**config.mk**
```make
export PLATFORM = sky130hd
export DESIGN_NAME = load_store_unit
export DESIGN_NICKNAME = d
export VERILOG_FILES = /design/src/rtl/load_store_unit.sv
export SDC_FILE = /design/constraint.sdc
export NUM_CORES = 1
export LEC_CHECK = 0
export ABC_CLOCK_PERIOD_IN_PS = 3650
export BUFFER_PORTS_ARGS = -buffer_cell sky130_fd_sc_hd__buf_4
export CELL_PAD_IN_SITES_DETAIL_PLACEMENT = 1
export CELL_PAD_IN_SITES_GLOBAL_PLACEMENT = 2
export CORE_MARGIN = 2
export CORE_UTILIZATION = 36
export CTS_CLUSTER_DIAMETER = 200
export CTS_CLUSTER_SIZE = 40
export DETAILED_ROUTE_END_ITERATION = 6
export PLACE_DENSITY_LB_ADDON = 0.1
export SLEW_MARGIN = 20
export SYNTH_ARGS = -nofsm -noshare
export SYNTH_HDL_FRONTEND = slang
export SYNTH_SLANG_ARGS = --single-unit
```
**constraint.sdc**
```tcl
create_clock -name clock -period 3.65 [get_ports clock]
set_input_delay 0.365 -clock clock [delete_from_list [all_inputs] [get_ports clock]]
set_output_delay 0.365 -clock clock [all_outputs]
set_load 0.05 [all_outputs]
```
**src/rtl/load_store_unit.sv**
```systemverilog
// load_store_unit: RV32I byte/half/word load-store engine over a word-addressed data memory.
// Define LSU_MISALIGN_SPLIT_EN to run word-spanning accesses as two memory cycles instead of erroring.
module load_store_unit #(
  parameter int ADDR_WIDTH = 12,
  parameter int DATA_WIDTH = 32
) (
  input  logic                  clock,
  input  logic                  reset_L,
  input  logic                  lsu_req_valid,
  output logic                  lsu_req_ready,
  input  logic                  lsu_req_we,
  input  logic [2:0]            lsu_req_funct3,
  input  logic [31:0]           lsu_req_addr,
  input  logic [DATA_WIDTH-1:0] lsu_req_wdata,
  output logic                  lsu_resp_valid,
  output logic [DATA_WIDTH-1:0] lsu_resp_rdata,
  output logic                  lsu_resp_error,
  output logic [ADDR_WIDTH-1:0] dataMem_addr,
  output logic [DATA_WIDTH-1:0] dataMem_in,
  output logic [3:0]            dataMem_WE_L,
  input  logic [DATA_WIDTH-1:0] dataMem_out
);
`ifdef LSU_MISALIGN_SPLIT_EN
  localparam bit SPLIT_EN = 1'b1;
`else
  localparam bit SPLIT_EN = 1'b0;
`endif
  typedef enum logic [1:0] {IDLE, ACC0, ACC1, RESP} state_t;
  state_t                  state_q, state_d;
  logic                    we_q, we_d, err_q, err_d;
  logic [2:0]              funct3_q, funct3_d;
  logic [ADDR_WIDTH+1:0]   addr_q, addr_d;
  logic [DATA_WIDTH-1:0]   wdata_q, wdata_d, word0_q, word0_d, rdata_q, rdata_d;
  logic [1:0]              o_q;
  logic [ADDR_WIDTH-1:0]   word_q;
  logic                    req_bad, st_act, st_hi, unused_addr_hi;
  logic [2*DATA_WIDTH-1:0] wd_sh, ld_cat;
  logic [7:0]              mask8;
  logic [DATA_WIDTH-1:0]   ld_word, ld_res;
  function automatic logic [3:0] size_of(input logic [1:0] f);
    return f == 2'b00 ? 4'd1 : f == 2'b01 ? 4'd2 : 4'd4;
  endfunction
  function automatic logic spans(input logic [1:0] o, input logic [1:0] f);
    return ({2'b00, o} + size_of(f)) > 4'd4;
  endfunction
  function automatic logic legal(input logic we, input logic [2:0] f);
    return we ? (f <= 3'd2) : (f[1:0] != 2'b11 && !(f[2] && f[1]));
  endfunction
  assign unused_addr_hi = ^lsu_req_addr[31:ADDR_WIDTH+2];
  assign o_q    = addr_q[1:0];
  assign word_q = addr_q[ADDR_WIDTH+1:2];
  assign req_bad = !legal(lsu_req_we, lsu_req_funct3) ||
                   (!SPLIT_EN && spans(lsu_req_addr[1:0], lsu_req_funct3[1:0]));
  // Loads see {word1, word0} in ACC1; in ACC0 only the current word matters.
  assign ld_cat  = state_q == ACC1 ? {dataMem_out, word0_q} : {{DATA_WIDTH{1'b0}}, dataMem_out};
  assign ld_word = ld_cat[{3'b000, o_q, 3'b000} +: DATA_WIDTH];
  assign ld_res  = we_q ? '0 :
                   funct3_q[1:0] == 2'b00 ? {{24{~funct3_q[2] & ld_word[7]}}, ld_word[7:0]} :
                   funct3_q[1:0] == 2'b01 ? {{16{~funct3_q[2] & ld_word[15]}}, ld_word[15:0]} :
                   ld_word;
  assign wd_sh  = {{DATA_WIDTH{1'b0}}, wdata_q} << {o_q, 3'b000};
  assign mask8  = {4'b0000, funct3_q[1:0] == 2'b00 ? 4'b0001 :
                            funct3_q[1:0] == 2'b01 ? 4'b0011 : 4'b1111} << o_q;
  assign st_hi  = state_q == ACC1;
  assign st_act = we_q && (state_q == ACC0 || st_hi);
  assign lsu_req_ready  = state_q == IDLE;
  assign lsu_resp_valid = state_q == RESP;
  assign lsu_resp_rdata = lsu_resp_valid ? rdata_q : '0;
  assign lsu_resp_error = lsu_resp_valid & err_q;
  assign dataMem_addr   = st_hi ? word_q + 1'b1 : state_q == ACC0 ? word_q : '0;
  assign dataMem_in     = st_act ? (st_hi ? wd_sh[2*DATA_WIDTH-1:DATA_WIDTH] : wd_sh[DATA_WIDTH-1:0]) : '0;
  assign dataMem_WE_L   = st_act ? ~(st_hi ? mask8[7:4] : mask8[3:0]) : 4'b1111;
  always_comb begin
    state_d  = state_q;
    we_d     = we_q;
    funct3_d = funct3_q;
    addr_d   = addr_q;
    wdata_d  = wdata_q;
    word0_d  = word0_q;
    rdata_d  = rdata_q;
    err_d    = err_q;
    case (state_q)
      IDLE: if (lsu_req_valid) begin
        we_d     = lsu_req_we;
        funct3_d = lsu_req_funct3;
        addr_d   = lsu_req_addr[ADDR_WIDTH+1:0];
        wdata_d  = lsu_req_wdata;
        rdata_d  = '0;
        err_d    = req_bad;
        state_d  = req_bad ? RESP : ACC0;
      end
      ACC0: begin
        word0_d = dataMem_out;
        rdata_d = ld_res;
        state_d = SPLIT_EN && spans(o_q, funct3_q[1:0]) ? ACC1 : RESP;
      end
      ACC1: begin
        rdata_d = ld_res;
        state_d = RESP;
      end
      default: state_d = IDLE;
    endcase
  end
  always_ff @(posedge clock or negedge reset_L) begin
    if (!reset_L) begin
      state_q  <= IDLE;
      we_q     <= 1'b0;
      funct3_q <= '0;
      addr_q   <= '0;
      wdata_q  <= '0;
      word0_q  <= '0;
      rdata_q  <= '0;
      err_q    <= 1'b0;
    end else begin
      state_q  <= state_d;
      we_q     <= we_d;
      funct3_q <= funct3_d;
      addr_q   <= addr_d;
      wdata_q  <= wdata_d;
      word0_q  <= word0_d;
      rdata_q  <= rdata_d;
      err_q    <= err_d;
    end
  end
endmodule

```
==> summary.md <==
| Metric | Value |
|---|---|
| Chip height | `147 µm` |
| Compound-Gate Fraction of Synth Area | `14.8%` |
| Largest net degree at the start of global routing | `79` |
| Io pins | `186` |
| Worst-Margin Slew | `0.810 ns` |
| Pre-CTS setup slack | `0.744 ns` |
| Clock root cell | `clkbuf_16` |
| Clk_lat worst skew | `0.41 ns` |
| Post-synthesis adder-cell area fraction | `1.46%` |
| Share of the synthesized area in the top cell type | `39.7%` |
| Status | `finished with violations` |
| Most common cell in the netlist | `dfrtp_1` |
| Violated checks | `negative hold slack` |
| DRT Wirelength | `22900 µm` |
| Clk buf depth | `2` |
| Crit-path max FO | `30` |
| Mux contribution to synthesized area | `26.8%` |
| Worst Path Required | `3.28 ns` |
| Yosys cell types | `48` |
| Mean Syn Cell Area | `10.3 µm²` |
| Vias in the first global route | `6693` |
| Initial antenna violation count | `0` |
| Final number of hold-violating endpoints | `5` |
| Die ar. | `21600 µm²` |
| P_int | `5.19 mW` |
| Die width | `147 µm` |
| Clock transition at path regs | `0.05 ns` |
| Vias | `6158` |
| Tmin final | `3.32 ns` |
| Synth warnings | `0` |
| WL/cell | `19.9 µm` |
| Port bufs | `167` |
| Slew Limit Fails | `0` |
| CTS Buf Count | `17` |
| Startpoint types | `flop` |
| Final cell count without fillers | `1149` |
| VDD IR-drop max | `0.645 mV` |
| Final Wtd Congestion | `0.797` |
| Tcrit/Tclk final | `90.9%` |
| Setup TNS | `0 ns` |
| EDFF count, synth | `0` |
| Slew HR | `45.8%` |
| Dpl cell area | `8880 µm²` |
| Final Util | `46.7%` |
| Final nets | `980` |
| Async SR Flop Fraction | `100%` |
| Syn Nets | `830` |
| LEAKAGE | `4.19 nW` |
| Largest family of logic cells by synthesized area | `multiplexers` |
| Comb power frac | `58.5%` |
| Share of layout cells above drive strength 1 | `41.5%` |
| Antenna Violating Nets Remaining | `0` |
| Seq/Total Area, Yosys | `39.7%` |
| First-pass GRT wire length | `36800 µm` |
| H-tree levels | `4` |
| Crit. End Element | `output pin` |
| Total track usage | `21.7%` |
| Synth Flop Type | `dfrtp_1` |
| Mapped Cells | `719` |
| CTS Hold Buffers Added | `0` |
| Crit path DAT | `2.95 ns` |
| Crit Path Class | `flop to output pin` |
| CTS tree | `yes` |
| Mapped Area | `7370 µm²` |
| Post-DP HPWL | `16100 µm` |
| Clk pwr share | `16.0%` |
| DRC | `0` |
| Area growth from synthesis to layout | `27.8%` |
| GRT overflow | `0` |
| FMAX | `0.301 GHz` |
| Tightest Hold Check Type | `input port to asynchronous set/reset pin` |
| DR pass1 iterations | `6` |
| Top post-synthesis cells by area | `dfrtp_1 40%, mux2_2 17%, mux2i_1 7.6%, nand2_1 3.7%, and2_1 3.0%` |
| Simple-gate portion of the synthesized area | `12.7%` |
| Yosys reg bits | `117` |
| Tot Pwr | `9.82 mW` |
| Final Cell Area | `9420 µm²` |
| Clock sink total | `117` |
| Max Cap Viol | `0` |
| Avg Vias per Cell | `5.36` |
| Pwr Density | `1040 nW/µm²` |
| RSZ-0062 raised after global routing | `false` |
| Clock skew | `0.00692 ns` |
| Standard-cell rows | `52` |
| P_sw | `4.63 mW` |
| Dpl cells | `1120` |
| Gates resized, CTS repair | `0` |
| # setup viols final | `0` |
| Leading area contributor after synthesis | `dfrtp_1` |
| Initial detailed-routing violation count | `211` |
| Xor and xnor area share after synthesis | `0.594%` |
| Post-CTS setup buffer count | `0` |
| Sw Ratio | `47.1%` |
| Sequential group share of total power | `25.5%` |
| Initial Util | `36.5%` |
| Core area | `20200 µm²` |
| Hold_ws | `-0.00236 ns` |
| Setup ws final | `0.330 ns` |
| Ant diodes | `0` |
| Commonest cells post-synth | `117 x dfrtp_1, 110 x mux2_2, 72 x nand2_1` |
[worst max-delay path: stages (launching register included)]
cell,delay (ns)
dfrtp_1,0.42
inv_1,0.15
ha_4,0.33
buf_4,0.40
and2_1,0.48
a21o_1,0.18
a21oi_1,0.06
or2_2,0.29
buf_4,0.20
[layout make-up]
cell class | count | area (µm²)
Clock buffer | 24 | 492
Inverter | 7 | 26.3
Timing Repair Buffer | 188 | 1420
Multi-Input combinational cell | 538 | 4170
Clock inverter | 5 | 50.0
Tap cell | 270 | 338
Sequential cell | 117 | 2930
Fill cell | 2253 | 10700
[cells by family after synthesis]
logic type                 count (synthesis)
xor gates and xnor gates                   5
DFF                                      117
buffers and inverters                     64
muxes                                    174
and+or+nand+nor                          203
AOI/OAI and AO/OA                        148
adders and majority gates                  8
[sequential cells by signal, indices dropped and copies added (netlist names)]
name and count:
wdata_q 32, rdata_q 32, err_q 1, we_q 1, state_q 2, funct3_q 3, addr_q 14, word0_q 32
[cell usage in the layout, fill, tap and decap left out, drive strengths merged, types with 24 or more instances in the layout]
cell type  instances
mux2i             56
clkbuf            24
nor2              56
buf              188
a21oi             29
dfrtp            117
and2              35
o21ai             34
mux2             111
nand2             72
[power groups by stage]
stage / sequential [mW] / combinational [mW] / clock, mW
after floorplan: 2.22 / 4.46 / 0
after global placement: 2.48 / 5.66 / 0
after detailed placement: 2.53 / 5.78 / 0
after CTS: 2.51 / 5.81 / 1.61
after global routing: 2.61 / 6.20 / 1.67
final: 2.51 / 5.74 / 1.57
[layer usage]
layer / GRT usage, % / wire length [µm]
met1: 27.0 / 10000
met5: 0 / 0
met3: 5.37 / 1010
met4: 5.82 / 325
met2: 37.5 / 11500
[path summary, 6_finish.rpt]
check	slack, ns	from	endpoint	depth (start not counted)
hold reg to reg	0.47	rdata_q[4]$_DFFE_PN0P_	rdata_q[4]$_DFFE_PN0P_	2
setup reg to reg	0.76	state_q[0]$_DFFE_PN0P_	rdata_q[22]$_DFFE_PN0P_	9
min in group clock	0.18	lsu_req_wdata[25]	wdata_q[25]$_DFFE_PN0P_	2
max in group asynchronous	2.79	reset_L	wdata_q[7]$_DFFE_PN0P_	2
setup / recovery	0.33	state_q[0]$_DFFE_PN0P_	dataMem_WE_L[2]	8
hold / removal	-0.002	reset_L	word0_q[19]$_DFFE_PN0N_	1
Power figures use the tool's default switching activity.
